<file path="src/rtl/axis_packet_stats_pkg.sv">
// Shared definitions for the AXI-Stream packet statistics block:
// FSM encoding and a width-generic saturating adder for the counters.
package axis_packet_stats_pkg;

    typedef enum logic [1:0] {
        ST_IDLE   = 2'd0,
        ST_READY  = 2'd1,
        ST_IN_PKT = 2'd2
    } state_t;

    localparam int SAT_W_MIN = 16;
    localparam int SAT_W_MAX = 48;
    localparam logic [SAT_W_MAX:0] SAT_ONE_X = 1;

    // Adds in SAT_W_MAX+1 bits and clamps to the all-ones value of a w-bit counter.
    function automatic logic [SAT_W_MAX-1:0] sat_add(input logic [SAT_W_MAX-1:0] a,
                                                     input logic [SAT_W_MAX-1:0] b,
                                                     input int unsigned w);
        logic [SAT_W_MAX:0] sum;
        logic [SAT_W_MAX:0] lim;
        sum = {1'b0, a} + {1'b0, b};
        lim = (SAT_ONE_X << w) - SAT_ONE_X;
        return (sum > lim) ? lim[SAT_W_MAX-1:0] : sum[SAT_W_MAX-1:0];
    endfunction

endpackage

</file>
<file path="src/rtl/axis_packet_stats_if.sv">
// AXI-Stream sink bundle observed by the packet statistics block.
interface axis_packet_stats_if #(
    parameter int BYTES = 32
);
    logic [8*BYTES-1:0] tdata;
    logic [BYTES-1:0]   tkeep;
    logic               tvalid;
    logic               tlast;
    logic               tready;

    modport master (output tdata, output tkeep, output tvalid, output tlast, input tready);
    modport slave  (input tdata, input tkeep, input tvalid, input tlast, output tready);
endinterface

</file>
<file path="src/rtl/axis_packet_stats_keep_popcount.sv">
// Combinational population count of a tkeep vector, built as a balanced
// binary adder tree with one separate signal array per tree level.
module keep_popcount #(
    parameter int  BYTES = 32,
    localparam int LVLS  = $clog2(BYTES),
    localparam int CW    = $clog2(BYTES) + 1
) (
    input  logic [BYTES-1:0] keep,
    output logic [CW-1:0]    count
);
    genvar gl;
    genvar gi;
    generate
        for (gl = 0; gl <= LVLS; gl++) begin : g_lvl
            logic [CW-1:0] s [BYTES >> gl];
            if (gl == 0) begin : g_leaf
                for (gi = 0; gi < BYTES; gi++) begin : g_bit
                    assign s[gi] = CW'(keep[gi]);
                end
            end else begin : g_sum
                for (gi = 0; gi < (BYTES >> gl); gi++) begin : g_add
                    assign s[gi] = g_lvl[gl-1].s[2*gi] + g_lvl[gl-1].s[2*gi+1];
                end
            end
        end
    endgenerate

    assign count = g_lvl[LVLS].s[0];
endmodule

</file>
<file path="src/rtl/axis_packet_stats.sv">
// AXI-Stream sink that accepts packets and maintains saturating per-packet
// statistics (count, last/min/max size, malformed-tkeep errors).
module axis_packet_stats
    import axis_packet_stats_pkg::*;
#(
    parameter int BYTES = 32,
    parameter int CNT_W = 32
) (
    input  logic                 clk,
    input  logic                 resent,
    axis_packet_stats_if.slave   axisin,
    input  logic                 stall,
    input  logic                 clear,
    output logic [CNT_W-1:0]     packet_count,
    output logic [CNT_W-1:0]     last_pkt_bytes,
    output logic [CNT_W-1:0]     last_pkt_beats,
    output logic [CNT_W-1:0]     max_pkt_bytes,
    output logic [CNT_W-1:0]     min_pkt_bytes,
    output logic [CNT_W-1:0]     err_count,
    output logic                 stats_valid
);
    localparam int CW = $clog2(BYTES) + 1;

    state_t           state_q, state_d;
    logic             tready_q, tready_d;
    logic [CNT_W-1:0] beats_q, beats_d, bytes_q, bytes_d;
    logic             err_q, err_d, seen_q, seen_d;
    logic [CNT_W-1:0] pkt_cnt_q, pkt_cnt_d, last_bytes_q, last_bytes_d;
    logic [CNT_W-1:0] last_beats_q, last_beats_d, max_q, max_d, min_q, min_d;
    logic [CNT_W-1:0] err_cnt_q, err_cnt_d;
    logic             stats_valid_q, stats_valid_d;

    logic [CW-1:0]    pop_cnt;
    logic [BYTES-1:0] keep_p1;
    logic             accept, beat_err, pkt_err;
    logic [CNT_W-1:0] tot_bytes, tot_beats;
    logic             unused_tdata;

    assign unused_tdata = ^axisin.tdata;

    keep_popcount #(.BYTES(BYTES)) u_popcount (
        .keep  (axisin.tkeep),
        .count (pop_cnt)
    );

    always_comb begin
        state_d       = state_q;
        beats_d       = beats_q;
        bytes_d       = bytes_q;
        err_d         = err_q;
        seen_d        = seen_q;
        pkt_cnt_d     = pkt_cnt_q;
        last_bytes_d  = last_bytes_q;
        last_beats_d  = last_beats_q;
        max_d         = max_q;
        min_d         = min_q;
        err_cnt_d     = err_cnt_q;
        stats_valid_d = 1'b0;

        accept    = axisin.tvalid && tready_q;
        keep_p1   = axisin.tkeep + BYTES'(1);
        // A closing beat must be a non-empty run of ones starting at byte 0.
        beat_err  = axisin.tlast
                  ? !((axisin.tkeep != '0) && ((axisin.tkeep & keep_p1) == '0))
                  : (axisin.tkeep != '1);
        pkt_err   = err_q || beat_err;
        tot_bytes = CNT_W'(sat_add(SAT_W_MAX'(bytes_q), SAT_W_MAX'(pop_cnt), CNT_W));
        tot_beats = CNT_W'(sat_add(SAT_W_MAX'(beats_q), SAT_W_MAX'(1), CNT_W));

        case (state_q)
            ST_IDLE: state_d = ST_READY;
            ST_READY, ST_IN_PKT: begin
                if (accept && !axisin.tlast) begin
                    beats_d = tot_beats;
                    bytes_d = tot_bytes;
                    err_d   = pkt_err;
                    state_d = ST_IN_PKT;
                end else if (accept) begin
                    pkt_cnt_d    = CNT_W'(sat_add(SAT_W_MAX'(pkt_cnt_q), SAT_W_MAX'(1), CNT_W));
                    last_bytes_d = tot_bytes;
                    last_beats_d = tot_beats;
                    if (tot_bytes > max_q) max_d = tot_bytes;
                    if (!seen_q || tot_bytes < min_q) min_d = tot_bytes;
                    if (pkt_err)
                        err_cnt_d = CNT_W'(sat_add(SAT_W_MAX'(err_cnt_q), SAT_W_MAX'(1), CNT_W));
                    seen_d        = 1'b1;
                    stats_valid_d = 1'b1;
                    beats_d       = '0;
                    bytes_d       = '0;
                    err_d         = 1'b0;
                    state_d       = ST_READY;
                end
            end
            default: state_d = ST_IDLE;
        endcase

        // Clear wins over any beat accepted in the same cycle, which is dropped.
        if (clear) begin
            state_d       = ST_READY;
            beats_d       = '0;
            bytes_d       = '0;
            err_d         = 1'b0;
            seen_d        = 1'b0;
            pkt_cnt_d     = '0;
            last_bytes_d  = '0;
            last_beats_d  = '0;
            max_d         = '0;
            min_d         = '0;
            err_cnt_d     = '0;
            stats_valid_d = 1'b0;
        end

        tready_d = (state_d != ST_IDLE) && !stall;
    end

    always_ff @(posedge clk or posedge resent) begin
        if (resent) begin
            state_q       <= ST_IDLE;
            tready_q      <= 1'b0;
            beats_q       <= '0;
            bytes_q       <= '0;
            err_q         <= 1'b0;
            seen_q        <= 1'b0;
            pkt_cnt_q     <= '0;
            last_bytes_q  <= '0;
            last_beats_q  <= '0;
            max_q         <= '0;
            min_q         <= '0;
            err_cnt_q     <= '0;
            stats_valid_q <= 1'b0;
        end else begin
            state_q       <= state_d;
            tready_q      <= tready_d;
            beats_q       <= beats_d;
            bytes_q       <= bytes_d;
            err_q         <= err_d;
            seen_q        <= seen_d;
            pkt_cnt_q     <= pkt_cnt_d;
            last_bytes_q  <= last_bytes_d;
            last_beats_q  <= last_beats_d;
            max_q         <= max_d;
            min_q         <= min_d;
            err_cnt_q     <= err_cnt_d;
            stats_valid_q <= stats_valid_d;
        end
    end

    assign axisin.tready  = tready_q;
    assign packet_count   = pkt_cnt_q;
    assign last_pkt_bytes = last_bytes_q;
    assign last_pkt_beats = last_beats_q;
    assign max_pkt_bytes  = max_q;
    assign min_pkt_bytes  = min_q;
    assign err_count      = err_cnt_q;
    assign stats_valid    = stats_valid_q;
endmodule

</file>
<file path="src/flat_wrapper.sv">
// flat-port wrapper written by rule: the top's interface ports become plain ports
module axis_packet_stats_flat import axis_packet_stats_pkg::*;
#(
    parameter int BYTES = 32,
    parameter int CNT_W = 32
)
  (clk, resent, stall, clear, packet_count, last_pkt_bytes, last_pkt_beats, max_pkt_bytes, min_pkt_bytes, err_count, stats_valid, axisin_tdata, axisin_tkeep, axisin_tvalid, axisin_tlast, axisin_tready);
  axis_packet_stats_if #(.BYTES(BYTES)) axisin_i ();
  input  logic clk;
  input  logic resent;
  input  logic stall;
  input  logic clear;
  output logic [CNT_W-1:0] packet_count;
  output logic [CNT_W-1:0] last_pkt_bytes;
  output logic [CNT_W-1:0] last_pkt_beats;
  output logic [CNT_W-1:0] max_pkt_bytes;
  output logic [CNT_W-1:0] min_pkt_bytes;
  output logic [CNT_W-1:0] err_count;
  output logic stats_valid;
  input wire logic [$bits(axisin_i.tdata)-1:0] axisin_tdata;
  input wire logic [$bits(axisin_i.tkeep)-1:0] axisin_tkeep;
  input wire logic [$bits(axisin_i.tvalid)-1:0] axisin_tvalid;
  input wire logic [$bits(axisin_i.tlast)-1:0] axisin_tlast;
  output wire logic [$bits(axisin_i.tready)-1:0] axisin_tready;
  assign axisin_i.tdata = axisin_tdata;
  assign axisin_i.tkeep = axisin_tkeep;
  assign axisin_i.tvalid = axisin_tvalid;
  assign axisin_i.tlast = axisin_tlast;
  assign axisin_tready = axisin_i.tready;
  axis_packet_stats #(.BYTES(BYTES), .CNT_W(CNT_W)) u_core (.clk(clk), .resent(resent), .axisin(axisin_i), .stall(stall), .clear(clear), .packet_count(packet_count), .last_pkt_bytes(last_pkt_bytes), .last_pkt_beats(last_pkt_beats), .max_pkt_bytes(max_pkt_bytes), .min_pkt_bytes(min_pkt_bytes), .err_count(err_count), .stats_valid(stats_valid));
endmodule
</file>
<file path="config.mk">
export PLATFORM = sky130hd
export DESIGN_NAME = axis_packet_stats_flat
export DESIGN_NICKNAME = d
export VERILOG_FILES = /design/src/rtl/axis_packet_stats_pkg.sv /design/src/rtl/axis_packet_stats_if.sv /design/src/rtl/axis_packet_stats_keep_popcount.sv /design/src/rtl/axis_packet_stats.sv /design/src/flat_wrapper.sv
export SDC_FILE = /design/constraint.sdc
export NUM_CORES = 1
export LEC_CHECK = 0
export ABC_AREA = 1
export BUFFER_PORTS_ARGS = -buffer_cell sky130_fd_sc_hd__buf_2
export CORE_MARGIN = 8
export CORE_UTILIZATION = 58
export DETAILED_ROUTE_END_ITERATION = 8
export PLACE_DENSITY = 0.83
export SYNTH_ARGS = -nofsm -noshare
export SYNTH_HDL_FRONTEND = slang
export SYNTH_SLANG_ARGS = --single-unit
</file>
<file path="constraint.sdc">
create_clock -name clk -period 13.96 [get_ports clk]
set_input_delay 0.698 -clock clk [delete_from_list [all_inputs] [get_ports clk]]
set_output_delay 0.698 -clock clk [all_outputs]
set_load 0.1 [all_outputs]
</file>
==> metrics <==
setup TNS 0 ns; setup slack after layout slightly above 4 ns; clock sinks roughly 260; leading cell types in the layout, fill and taps excluded sky130_fd_sc_hd__nand2_1 (941), sky130_fd_sc_hd__inv_1 (325), sky130_fd_sc_hd__dfrtp_1 (262); dominant synthesized flop cell sky130_fd_sc_hd__dfrtp_1; unrepaired setup endpoints after global routing no; Period minus WS final about 9.9 ns; Die H just under 200 µm; synthesis-stage register bit count 262; distinct cell type count of the synthesized netlist 44; most common cell after layout, fill and taps aside sky130_fd_sc_hd__nand2_1; peak supply drop ~280 µV; largest area contributor in the synthesized netlist sky130_fd_sc_hd__dfrtp_1; longest individual stage delay on the worst path between 0.7 and 0.8 ns; status completed; total global routing overflow 0; class of the worst hold path input pin to async pin; f_max 0.1010 GHz; remaining antenna violation count 0; initial antenna violation count 0; DRC 0; clock tree from TritonCTS built; CTS H-Tree Depth 1; TritonCTS buffer count 29; Warnings, synthesis 0; Max transition margin a little over a fifth; path type of the worst setup path input pin to register; Mapped Area 18,040 µm²; count of pins over their slew limit 0; share of layout cells above drive strength 1 11.83%; portion of the post-synthesis area used by sequential elements between 30% and 40%; count of vias placed by the detailed router ~18,000; number of I/O pins ~490; final worst hold slack 0.3514 ns; largest driver fanout on the critical path 33; Mapped Cells about 2,600; final weighted congestion in routability-driven placement ~0.97; number of synthesized flops with an enable pin 0; power density normalized to cell area roughly 170 nW/µm²; Async S/R FF share, synth 100.0%; Top cell by count, worst path sky130_fd_sc_hd__nand2_1; DRC marker count from the first detailed-route iteration 1,795; Synth Net Count between 3,000 and 4,000; slew at the pin closest to its max-slew limit between 1 and 1.5 ns; mean post-synth cell area 6.960 µm²; launching element type of the critical path input pin; antenna diode count 0; Max-Cap Viols 0; detailed placer's ending HPWL about 45 mm; period utilization ~71%; Resized Gates After CTS 0; wire length per cell after detailed routing 18.62 µm; # nets final approximately 3,200; worst-case clock buffer depth 3; buffers added on ports 231; effective utilization at floorplan 58.97%; number of post-CTS setup repair buffers 0; Setup Viol. Count Final 0; quantity of hold-fixing buffers added after cts 0; vias in the first global route ~18,000; clk_lat worst skew around 0.57 ns; clock input transition at the sequential cells of the worst setup and hold paths around 0.060 ns; maximum number of pins on one net before global-route repair 133; fraction of post-synthesis cell area in the top cell type by area a little over a third; root buffer selected by CTS sky130_fd_sc_hd__clkbuf_16; leakage power roughly 0.011 µW; row cnt 64; arrival time at the worst endpoint just over 10 ns; final number of hold-violating endpoints 0; required time at the endpoint of the critical path approximately 14 ns; number of search-and-repair iterations in the first detailed-routing pass 7; gr usage total roughly a third; cell at the slowest stage of the critical path sky130_fd_sc_hd__nand2_2; area grow syn2layout 13.23%; die width ~190 µm; post-layout utilization of the core roughly 67%; via/cell ratio between 5 and 6; first-pass GRT wire length about 95 mm; CP Capture Type register; Total Die Area ~37,000 µm²; final clock skew approximately 0.018 ns; wirelength, routed just under 60 mm; pre-CTS setup slack around 3.7 ns; area inside the core boundary between 30,000 and 40,000 µm²; largest cells by area after synthesis sky130_fd_sc_hd__dfrtp_1 (36%), sky130_fd_sc_hd__nand2_1 (20%), sky130_fd_sc_hd__inv_1 (6.8%)
==> cell usage after synthesis, drive strengths merged (2+ instances only) <==
cell type / number
ha: 90
a21oi: 37
o211ai: 2
fa: 25
nor3: 71
xor2: 83
buf: 21
dfrtp: 262
a211oi: 5
o21ai: 100
o22ai: 17
clkbuf: 53
o21bai: 3
o21a: 2
o31ai: 2
nand4: 51
nor3b: 2
nand3b: 3
a22o: 2
and2: 2
nor4: 27
nand2: 960
nor2: 252
o221a: 3
nand3: 154
xnor2: 25
inv: 331
==> final timing paths <==
kind                                                       start                                     to  slack (ns)  cells past startpoint
max                                             axisin_tkeep[19]   u_core.min_pkt_bytes[16]$_DFFE_PP0P_        4.06                     35
min                                                       resent  u_core.last_pkt_beats[21]$_DFFE_PP0P_        0.35                      2
max reg2reg                        u_core.bytes_q[0]$_DFFE_PP0P_   u_core.min_pkt_bytes[16]$_DFFE_PP0P_        8.02                     24
min reg2reg                u_core.last_pkt_beats[21]$_DFFE_PP0P_  u_core.last_pkt_beats[21]$_DFFE_PP0P_        0.48                      2
max in group asynchronous                                 resent    u_core.packet_count[10]$_DFFE_PP0P_       12.16                      3
min in group clk                                           stall         u_core.axisin.tready$_DFF_PP0_        0.41                      3
==> worst max-delay path: cells and delay by family <==
kind / cells / cell delay (ns)
adder cells (fa/ha/maj): 10 / 4.47
AO/OA/AOI/OAI: 4 / 0.89
AND/OR/NAND/NOR: 15 / 3.33
XOR/XNOR: 1 / 0.13
buffers and inverters: 5 / 0.80
==> where the power goes <==
group / internal, µW / switching, µW
combinational: 546 / 1230
clock: 474 / 331
sequential: 788 / 20.3
==> sequential cells by signal, indices dropped and copies added (netlist names) <==
name and count:
u_core.axisin.tready 1, u_core.beats_q 32, u_core.bytes_q 32, u_core.err_count 32, u_core.err_q 1, u_core.last_pkt_beats 32, u_core.last_pkt_bytes 32, u_core.max_pkt_bytes 32
u_core.min_pkt_bytes 32, u_core.packet_count 32, u_core.seen_q 1, u_core.state_q 2, u_core.stats_valid 1
==> cell type report <==
| type | count | area [µm²] |
|---|---|---|
| clock inverters | 14 | 173.9 |
| inverters | 332 | 1254 |
| flip-flops and latches | 262 | 6556 |
| repair buffers | 238 | 1209 |
| well taps | 396 | 495.5 |
| fillers | 2696 | 10160 |
| clock buffers | 37 | 825.8 |
| multi-input cells | 1924 | 9912 |
==> per-stage QoR <==
stage / area, µm² / total power [µW] / instances
after detailed placement: 19430 / 2508 / 3152
final: 20430 / 3393 / 3203
after CTS: 20430 / 3340 / 3203
after global routing: 20430 / 3602 / 3203
after floorplan: 18040 / 2046 / 2592
after global placement: 19430 / 2397 / 3152
==> routing by layer <==
metal / track usage (%) / part of all wire (%) / up-vias
li1: - / - / 8560
met1: 44.33 / 43 / 8628
met2: 48.79 / 43 / 898
met3: 8.348 / 12 / 86
met4: 7.432 / 2.3 / 0
met5: 0 / 0 / -
==> cells by family after synthesis <==
family | synth area share, %
buf+inv | 8.822
xor+xnor | 5.243
fa+ha+maj | 9.017
simple gates | 35.14
flops | 36.34
compound gates | 5.431
No activity file was read; power rests on OpenSTA's default activity.
